==> config.mk <==
export PLATFORM = sky130hd
export DESIGN_NAME = dsp_slice_mac_pipe
export DESIGN_NICKNAME = d
export VERILOG_FILES = /design/src/rtl/dsp_slice_pkg.sv /design/src/rtl/dsp_sat_downcast.sv /design/src/rtl/dsp_slice_mac_pipe.sv
export SDC_FILE = /design/constraint.sdc
export NUM_CORES = 1
export LEC_CHECK = 0
export BUFFER_PORTS_ARGS = -buffer_cell sky130_fd_sc_hd__buf_2
export CAP_MARGIN = 25
export CORE_MARGIN = 8
export CORE_UTILIZATION = 50
export CTS_CLUSTER_DIAMETER = 30
export DETAILED_ROUTE_END_ITERATION = 6
export PLACE_DENSITY = 0.69
export SETUP_SLACK_MARGIN = 0.5
export SYNTH_ARGS = -nofsm -noshare
export SYNTH_HDL_FRONTEND = slang
export SYNTH_SLANG_ARGS = --single-unit
==> constraint.sdc <==
create_clock -name clk -period 4.7 [get_ports clk]
set_clock_uncertainty 0.1 [all_clocks]
set_input_delay 0.235 -clock clk [delete_from_list [all_inputs] [get_ports clk]]
set_output_delay 0.235 -clock clk [all_outputs]
set_load 0.005 [all_outputs]
==> src/rtl/dsp_slice_pkg.sv <==
// Shared definitions for the DSP slice MAC pipeline: mode encoding and the S1 stage record.
// Operand fields are sized for the widest supported DWIDTH (< DSP_OP_MAX) and zero-extended on capture.
package dsp_slice_pkg;

   localparam int DSP_OP_MAX = 32;

   typedef logic [1:0] dsp_mode_t;

   localparam dsp_mode_t DSP_MODE_ADD = 2'b00;
   localparam dsp_mode_t DSP_MODE_MUL = 2'b01;
   localparam dsp_mode_t DSP_MODE_MAC = 2'b10;
   localparam dsp_mode_t DSP_MODE_FMA = 2'b11;

   typedef struct packed {
      logic                  valid;
      dsp_mode_t             mode;
      logic [DSP_OP_MAX-1:0] ax;
      logic [DSP_OP_MAX-1:0] ay;
      logic [DSP_OP_MAX-1:0] az;
   } dsp_stage_t;

endpackage

==> src/rtl/dsp_sat_downcast.sv <==
// Combinational ACC_WIDTH -> DWIDTH downcast. With DSP_SLICE_SAT_EN defined, out-of-range values
// clamp to the signed limits and raise overflow; otherwise the low bits wrap and overflow stays 0.
module dsp_sat_downcast
   import dsp_slice_pkg::*;
#(
   parameter int DWIDTH    = 8,
   parameter int ACC_WIDTH = 24
) (
   input  logic [ACC_WIDTH-1:0] sum,
   output logic [DWIDTH-1:0]    result,
   output logic                 overflow
);

`ifdef DSP_SLICE_SAT_EN
   logic fits;

   // In range exactly when every bit above the result sign bit repeats it.
   assign fits = (sum[ACC_WIDTH-1:DWIDTH-1] == '0) || (sum[ACC_WIDTH-1:DWIDTH-1] == '1);

   always_comb begin
      result   = sum[DWIDTH-1:0];
      overflow = 1'b0;
      if (!fits) begin
         overflow = 1'b1;
         result   = sum[ACC_WIDTH-1] ? {1'b1, {(DWIDTH-1){1'b0}}} : {1'b0, {(DWIDTH-1){1'b1}}};
      end
   end
`else
   logic unused_hi;

   assign unused_hi = ^sum[ACC_WIDTH-1:DWIDTH];
   assign result    = sum[DWIDTH-1:0];
   assign overflow  = 1'b0;
`endif

endmodule

==> src/rtl/dsp_slice_mac_pipe.sv <==
// Signed ADD/MUL/FMA/grouped-MAC slice, 3 register stages; result seen at the 3rd edge after accept.
// One global advance (in_ready = ~out_valid | out_ready) freezes all stages under backpressure; DSP_SLICE_SAT_EN selects saturation.
module dsp_slice_mac_pipe
   import dsp_slice_pkg::*;
#(
   parameter int DWIDTH    = 8,
   parameter int ACC_WIDTH = 24,
   parameter int LEN_WIDTH = 8
) (
   input  logic                 clk,
   input  logic                 resetn,
   input  logic                 in_valid,
   output logic                 in_ready,
   input  logic [1:0]           mode,
   input  logic [LEN_WIDTH-1:0] acc_len,
   input  logic [DWIDTH-1:0]    ax,
   input  logic [DWIDTH-1:0]    ay,
   input  logic [DWIDTH-1:0]    az,
   output logic                 out_valid,
   input  logic                 out_ready,
   output logic [DWIDTH-1:0]    result,
   output logic                 overflow
);

   localparam int PW = 2 * DWIDTH;

   logic adv;

   dsp_stage_t           s1_q;
   logic [LEN_WIDTH-1:0] s1_len_q;

   logic                        s2_valid_q;
   dsp_mode_t                   s2_mode_q;
   logic signed [PW-1:0]        s2_term_q;
   logic signed [ACC_WIDTH-1:0] s2_ax_q;
   logic [LEN_WIDTH-1:0]        s2_len_q;

   logic signed [ACC_WIDTH-1:0] acc_q;
   logic [LEN_WIDTH-1:0]        cnt_q;
   logic [LEN_WIDTH-1:0]        len_q;
   logic                        out_valid_q;
   logic [DWIDTH-1:0]           result_q;
   logic                        overflow_q;

   assign adv       = ~out_valid_q | out_ready;
   assign in_ready  = adv;
   assign out_valid = out_valid_q;
   assign result    = result_q;
   assign overflow  = overflow_q;

   // ---------------- S1: operand capture ----------------
   always_ff @(posedge clk or negedge resetn) begin
      if (!resetn) begin
         s1_q     <= '0;
         s1_len_q <= '0;
      end else if (adv) begin
         s1_q.valid <= in_valid;
         s1_q.mode  <= mode;
         s1_q.ax    <= DSP_OP_MAX'(ax);
         s1_q.ay    <= DSP_OP_MAX'(ay);
         s1_q.az    <= DSP_OP_MAX'(az);
         s1_len_q   <= acc_len;
      end
   end

   // ---------------- S2: product / addend ----------------
   logic signed [DWIDTH-1:0] s1_ax;
   logic signed [DWIDTH-1:0] s1_ay;
   logic signed [DWIDTH-1:0] s1_az;
   logic signed [PW-1:0]     s1_prod;
   logic signed [PW-1:0]     s1_term;
   logic                     unused_op_hi;

   assign s1_ax   = s1_q.ax[DWIDTH-1:0];
   assign s1_ay   = s1_q.ay[DWIDTH-1:0];
   assign s1_az   = s1_q.az[DWIDTH-1:0];
   assign s1_prod = PW'(s1_ay) * PW'(s1_az);
   // ADD reuses the product slot to carry ay, so S3 always adds ax to one term.
   assign s1_term = (s1_q.mode == DSP_MODE_ADD) ? PW'(s1_ay) : s1_prod;
   assign unused_op_hi = ^{s1_q.ax[DSP_OP_MAX-1:DWIDTH], s1_q.ay[DSP_OP_MAX-1:DWIDTH],
                           s1_q.az[DSP_OP_MAX-1:DWIDTH]};

   always_ff @(posedge clk or negedge resetn) begin
      if (!resetn) begin
         s2_valid_q <= 1'b0;
         s2_mode_q  <= DSP_MODE_ADD;
         s2_term_q  <= '0;
         s2_ax_q    <= '0;
         s2_len_q   <= '0;
      end else if (adv) begin
         s2_valid_q <= s1_q.valid;
         s2_mode_q  <= s1_q.mode;
         s2_term_q  <= s1_term;
         s2_ax_q    <= ACC_WIDTH'(s1_ax);
         s2_len_q   <= s1_len_q;
      end
   end

   // ---------------- S3: sum, accumulate, downcast ----------------
   logic signed [ACC_WIDTH-1:0] term_ext;
   logic signed [ACC_WIDTH-1:0] sum;
   logic [LEN_WIDTH-1:0]        cnt_inc;
   logic [LEN_WIDTH-1:0]        grp_len;
   logic                        mac_first;
   logic                        mac_last;
   logic                        emit;
   logic [DWIDTH-1:0]           dc_result;
   logic                        dc_overflow;

   assign term_ext = ACC_WIDTH'(s2_term_q);

   always_comb begin
      mac_first = (cnt_q == '0);
      grp_len   = mac_first ? ((s2_len_q == '0) ? LEN_WIDTH'(1) : s2_len_q) : len_q;
      cnt_inc   = cnt_q + LEN_WIDTH'(1);
      mac_last  = (cnt_inc == grp_len);
      sum       = term_ext;
      emit      = s2_valid_q;
      case (s2_mode_q)
         DSP_MODE_ADD, DSP_MODE_FMA: sum = s2_ax_q + term_ext;
         DSP_MODE_MUL:               sum = term_ext;
         DSP_MODE_MAC: begin
            sum  = (mac_first ? '0 : acc_q) + term_ext;
            emit = s2_valid_q & mac_last;
         end
         default: ;
      endcase
   end

   dsp_sat_downcast #(
      .DWIDTH    (DWIDTH),
      .ACC_WIDTH (ACC_WIDTH)
   ) u_downcast (
      .sum      (sum),
      .result   (dc_result),
      .overflow (dc_overflow)
   );

   always_ff @(posedge clk or negedge resetn) begin
      if (!resetn) begin
         acc_q       <= '0;
         cnt_q       <= '0;
         len_q       <= '0;
         out_valid_q <= 1'b0;
         result_q    <= '0;
         overflow_q  <= 1'b0;
      end else if (adv) begin
         out_valid_q <= emit;
         if (emit) begin
            result_q   <= dc_result;
            overflow_q <= dc_overflow;
         end
         if (s2_valid_q) begin
            if (s2_mode_q == DSP_MODE_MAC) begin
               acc_q <= sum;
               cnt_q <= mac_last ? '0 : cnt_inc;
               if (mac_first) len_q <= grp_len;
            end else begin
               // Any other op abandons an open group's partial sum.
               cnt_q <= '0;
            end
         end
      end
   end

   a_out_hold: assert property (@(posedge clk) disable iff (!resetn)
      (out_valid_q && !out_ready) |=> (out_valid_q && $stable(result_q) && $stable(overflow_q)));

endmodule

==> metrics.yaml, run 1 <==
h-tree-depth: 3
p_int_mw: 2.66
p_switching_mw: 2.03
r2r_start: "s1_ay[1]"
synth_edf_count: 0
route.detailed.drc: 0
num_io_pins: 49
leakage_nw: 3.38
setup_viol: 0
yosysSeqAreaShare_pct: 40.3
drive_gt1_share_pct: 12.9
endpoint: "s2_term_q[7]"
dp_hpwl_mm: 9.53
syn_area_um2: 5900
crit_path_end_kind: "flip-flop"
synth_cell_types: 55
rows: 39
worstHoldPathCells: 3
tns_ns: 0
clock_latency_ns: 0.36
hold_viol: 0
status: "complete, no violations"
fin_nets: 814
power_frac_comb_pct: 54.7
final-max-slew-violation-count: 0
ant_nets: 0
period_share_pct: 82.7
clkPwrFrac_pct: 15.3
seqPwrFrac_pct: 30.0
syn2layout_area_growth_pct: 16.9
yosysWarnings: 0
cts.path.max_buffers: 2
die_h_um: 125
rr_worst_depth: 12
grt_pass1_wl_mm: 22.4
drt_iter0_markers: 278
coreArea_um2: 11500
cts.repair.resized: 0
yosysTopAreaCell: "dfrtp_1"
stdcell_area_um2: 6900
swShare_pct: 43.3
synth_nets: 739
drt-vias-per-instance: 5.35
start_util_pct: 51.5
required_ns: 4.84
setup.worst_path.class: "reg2reg"
ys_ff_latch: 95
crit_fanout: 9
drt_wl_total_mm: 13.3
io_buffers: 47
drv_cap: 0
clk_pin_slew_ns: 0.07
timing.rr.end: "s2_term_q[7]"
startpoint: "s1_ay[1]"
clock-sinks: 95
grtUsageTotal_pct: 17.2
antenna_found_initial: 0
tightest_slew_ns: 0.938
synth-async-reset-ratio_pct: 100
grt_pass1_vias: 4608
gp_congestion: 0.869
n_antenna_cell: 0
dieArea_um2: 15500
arrival_ns: 4.03
synthFlopType: "dfrtp_1"
r2r_slack_ns: 0.81
hp-class: "in2reg"
max-vdd-ir-drop_uv: 350
vias: 4674
placed_cell_area_um2: 6240
cts_tree: "built"
first_pass_iters: 7
powerDensity_nw_per_um2: 679
grt_max_degree: 66
dieWidth_um: 125
cts_root_buf: "clkbuf_16"
synth_area_leaders: "dfrtp_1 40%, nand2_1 12%, ha_1 7.8%"
netlist_instances: 650
start_kind: "flip-flop"
grt_setup_unrepaired: "no"
max_freq_mhz: 257
maxSlewHeadroom_pct: 37.2
overflow: 0
min_period_ns: 3.89
cts_buffers: 9
wl_per_cell_um: 15.2
synth_area_per_cell_um2: 9.08
synth_top_area_share_pct: 40.3
==> stage by stage <==
stage	hold slack [ns]	worst slack (ns)	power, mW	utilization [%]	std cells
final	0.0155	0.814	4.69	60.2	873
after detailed placement	0.203	0.813	3.94	54.5	820
after global routing	0.00941	0.600	5.11	60.2	873
after floorplan	-0.161	1.06	3.32	-	650
after CTS	0.00286	0.789	4.70	60.0	871
after global placement	0.187	0.926	3.82	54.5	820
==> worst min path at each step <==
| stage | start | end | slack, ns |
|---|---|---|---|
| after detailed placement | resetn | result[5] | 0.20 |
| after floorplan | resetn | acc_q[0] | -0.16 |
| after CTS | az[0] | s1_az[0] | 0.003 |
| after global placement | resetn | result[5] | 0.19 |
| final | az[0] | s1_az[0] | 0.02 |
| after global routing | az[0] | s1_az[0] | 0.009 |
==> placed cells by master (no fill, tap or decap), types with 7 or more instances in the layout <==
cell | Yosys | layout
clkbuf_16 | 0 | 9
xnor2_1 | 23 | 23
o21ai_1 | 10 | 10
dfrtp_1 | 95 | 95
nor2_1 | 12 | 12
nand3_1 | 14 | 14
o21ai_0 | 28 | 28
buf_4 | 1 | 7
dlygate4sd3_1 | 0 | 35
ha_1 | 37 | 37
buf_2 | 2 | 46
mux2_2 | 11 | 11
fa_1 | 14 | 14
and2_1 | 32 | 32
inv_1 | 40 | 40
a21oi_1 | 19 | 19
xor2_1 | 8 | 8
nor3_1 | 11 | 11
nand2_1 | 189 | 189
==> layer usage <==
layer	GRT usage [%]	share of wire [%]	vias up
met2	26.2	45	110
li1	-	-	2305
met4	5.17	1.1	0
met5	0	0	-
met3	4.38	4.8	14
met1	23.4	49	2245
==> state kept, by name, indices dropped and copies added, names as in the netlist <==
signal,flops
acc_q,8
cnt_q,8
len_q,8
result,8
s1_ax,8
s1_ay,8
s1_az,8
s1_len_q,8
s2_ax_q,8
s2_len_q,8
s2_term_q,8
s1_q,3
s2_mode_q,2
out_valid,1
s2_valid_q,1
==> power groups by stage <==
stage	logic [mW]	clock network, mW	registers [mW]
6_report	2.56	0.718	1.40
5_1_grt	2.89	0.771	1.45
4_1_cts	2.56	0.731	1.40
3_5_place_dp	2.52	0	1.42
3_3_place_gp	2.41	0	1.41
2_1_floorplan	2.02	0	1.31
==> layout make-up <==
type | instances | area (µm²)
fillers | 951 | 4570
multi-input cells | 490 | 3270
flip-flops and latches | 95 | 2380
repair buffers | 88 | 633
clock buffers | 9 | 225
well taps | 143 | 179
inverters | 41 | 154
clock inverters | 7 | 65.1
==> cell families (layout without fill, tap and decap cells) <==
family	Yosys count	in the layout	share of synthesized area, %
compound gates	99	99	11.2
fa+ha+maj	51	51	12.6
buf+inv	65	145	4.49
simple gates	287	287	22.9
xor+xnor	31	31	4.60
flops	95	95	40.3
mux	21	21	3.88
other cells	1	1	0.0635
==> timing repair <==
action,CTS,global route
buffers inserted,0,2
endpoints found under the hold margin,82,0
setup endpoints to repair,0,2
hold buffers,35,0
==> cells in the mapped netlist (all sizes together) (6+ instances only) <==
cell and count:
ha 37, nor2 13, mux2i 6, fa 14
a21oi 19, nand2 189, and2 32, clkbuf 19
xnor2 23, nor3 11, o21ai 38, mux2 15
dfrtp 95, inv 41, nand3 14, xor2 8
==> worst max-delay path: stages, from the launching register on <==
cell     delay, ns
dfrtp_1       0.46
nand2_1       0.11
fa_1          0.48
fa_1          0.57
fa_1          0.44
fa_1          0.55
inv_1         0.04
ha_1          0.32
a21oi_1       0.19
xnor2_1       0.15
xnor2_1       0.13
o21ai_0       0.09
o21a_1        0.15
Power figures use the tool's default switching activity.
==> run 2: changes to the inputs <==
==> constraint.sdc (replaced) <==
create_clock -name clk -period 3.7 [get_ports clk]
set_clock_uncertainty 0.1 [all_clocks]
set_input_delay 0.185 -clock clk [delete_from_list [all_inputs] [get_ports clk]]
set_output_delay 0.185 -clock clk [all_outputs]
set_load 0.005 [all_outputs]
==> metrics.yaml, run 2 (synthesis gave the netlist of run 1 again) <==
worst_path_max_delay_cell: "fa_1"
drv_cap: 0  # unchanged
syn2layout_area_growth_pct: 26.9
layout_common_cells: "186 x nand2_1, 84 x dfrtp_1, 46 x buf_2, 36 x dlygate4sd3_1, 35 x buf_4"
first_pass_iters: 5  # -2
start_kind: "flip-flop"
stdcell_area_um2: 7490  # +8.5%
dieWidth_um: 125  # unchanged
start_util_pct: 51.5  # unchanged
final_common_cell: "nand2_1"
grtUsageTotal_pct: 18.9  # +1.7 points
layout.cells.non_filler: 905  # +3.7%
overflow: 0  # unchanged
cp_cell_sequence: "and2_4 > fa_1 > ha_1 > inv_2 > fa_1 > fa_1 > inv_2 > ha_4 > a21oi_2 > xnor2_1 > xnor2_1 > o21ai_1 > o21a_1"
gp_congestion: 0.884  # +1.6%
whs_ns: 0.107  # +0.0911 ns
cts_buffers: 9  # unchanged
arrival_ns: 3.69  # -0.34 ns
crit_family: "adder cells"
dpl.cell_count: 826  # +0.73%
dp_hpwl_mm: 9.61  # +0.78%
final-max-slew-violation-count: 0  # unchanged
min_period_ns: 3.55  # -0.339 ns
period_share_pct: 95.9  # +13 points
drive_gt1_share_pct: 25.1  # +12 points
max-vdd-ir-drop_uv: 530  # +51%
h-tree-depth: 3  # unchanged
die_h_um: 125  # unchanged
cts_root_buf: "clkbuf_16"
grt_pass1_wl_mm: 24.3  # +8.4%
io_buffers: 47  # unchanged
p_switching_mw: 2.81  # +39%
wl_per_cell_um: 16.1  # +5.7%
coreArea_um2: 11500  # unchanged
num_io_pins: 49  # unchanged
grt_setup_unrepaired: "yes"
clk_pin_slew_ns: 0.07  # about the same
critPathBufInv: 2  # +1
grt_max_degree: 81  # +23%
dieArea_um2: 15500  # unchanged
p_int_mw: 3.92  # +48%
drt_wl_total_mm: 14.5  # +9.6%
required_ns: 3.84  # -1.00 ns
seqPwrFrac_pct: 26.6  # -3.4 points
status: "complete, no violations"
ant_nets: 0  # unchanged
rows: 39  # unchanged
clock_latency_ns: 0.35  # about the same
clock-sinks: 95  # unchanged
drt_iter0_markers: 387  # +39%
leakage_nw: 3.57  # +5.6%
antenna_found_initial: 0  # unchanged
drt-vias-per-instance: 5.37  # +0.39%
tns_ns: 0  # unchanged
fin_nets: 846  # +3.9%
vias: 4864  # +4.1%
powerDensity_nw_per_um2: 900  # +32%
swShare_pct: 41.8  # -1.5 points
cts_tree: "built"
route.detailed.drc: 0  # unchanged
hp-class: "in2async"
tightest_slew_ns: 0.877  # -0.0607 ns
grt_pass1_vias: 4874  # +5.8%
cp_slowest_stage_delay_ns: 0.52  # -0.05 ns
placed_cell_area_um2: 6340  # +1.5%
hold_viol: 0  # unchanged
n_antenna_cell: 0  # unchanged
power_mw: 6.74  # +44%
fillCellCount: 925  # -2.7%
maxSlewHeadroom_pct: 41.3  # +4.1 points
crit_fanout: 5  # -4
crit_path_end_kind: "flip-flop"
clkPwrFrac_pct: 14.0  # -1.3 points
setup.worst_path.class: "reg2reg"
cts.path.max_buffers: 2  # unchanged
max_freq_mhz: 282  # +9.6%
crit_top_cell: "fa_1"
power_frac_comb_pct: 59.4  # +4.7 points
setup_viol: 0  # unchanged
==> run 2: cell types whose count changed in the layout (fill, tap and decap cells not counted), sizes merged <==
cell,previous run,this run
buf,53,84
clkbuf,9,11
bufinv,0,1
clkinv,1,0
clkinvlp,3,2
dlygate4sd3,35,36
inv,44,43
==> run 2: layout make-up <==
| cell class | count | area [µm²] | area share [%] |
|---|---|---|---|
| Timing Repair Buffer | 120 | 903 | 12.1 |
| Clock buffer | 11 | 233 | 3.11 |
| Multi-Input combinational cell | 490 | 3560 | 47.6 |
| Tap cell | 143 | 179 | 2.39 |
| Sequential cell | 95 | 2390 | 31.9 |
| Clock inverter | 5 | 65.1 | 0.869 |
| Inverter | 41 | 154 | 2.06 |
==> run 2: power by group through the flow <==
stage | combinational, mW | sequential (mW) | clock, mW
3_5_place_dp | 3.38 | 1.79 | 0
3_3_place_gp | 3.28 | 1.77 | 0
2_1_floorplan | 2.70 | 1.66 | 0
5_1_grt | 4.48 | 1.85 | 1.00
6_report | 4.00 | 1.79 | 0.942
4_1_cts | 3.76 | 1.78 | 0.965
==> run 2: per-layer routing <==
metal  global-route usage (%)  share of wire, %  up-vias
met5                        0                 0        -
met4                     8.01               2.3        0
met3                     3.57               4.0       23
met2                     29.6                48      112
met1                     24.8                46     2353
li1                         -                 -     2376
==> run 2: worst paths after layout <==
check | end | from | cells after the start | slack (ns)
worst max-delay path | s2_term_q[7] | s1_ay[2] | 13 | 0.15
worst min-delay path | result[5] | resetn | 2 | 0.11
worst max register to register | s2_term_q[7] | s1_ay[2] | 13 | 0.15
worst min register to register | s1_len_q[7] | s1_len_q[7] | 2 | 0.37
max in group asynchronous | len_q[7] | resetn | 4 | 2.54
min in group clk | s1_len_q[7] | s1_len_q[7] | 2 | 0.37
==> run 2: what timing repair did <==
action / in CTS / in global routing
hold buffers: 36 / 0
setup endpoints to repair: 5 / 9
pin swaps: 26 / 24
hold endpoints to repair: 114 / 0
gates cloned: 1 / 0
setup buffers: 15 / 10
gates resized for setup: 42 / 21
==> run 2: stage by stage <==
| step | util (%) | setup slack [ns] |
|---|---|---|
| 2_1_floorplan | - | 0.286 |
| 3_3_place_gp | 55.3 | 0.160 |
| 3_5_place_dp | 55.3 | 0.0872 |
| 4_1_cts | 63.6 | 0.177 |
| 5_1_grt | 65.3 | 0.0340 |
| 6_report | 65.3 | 0.153 |
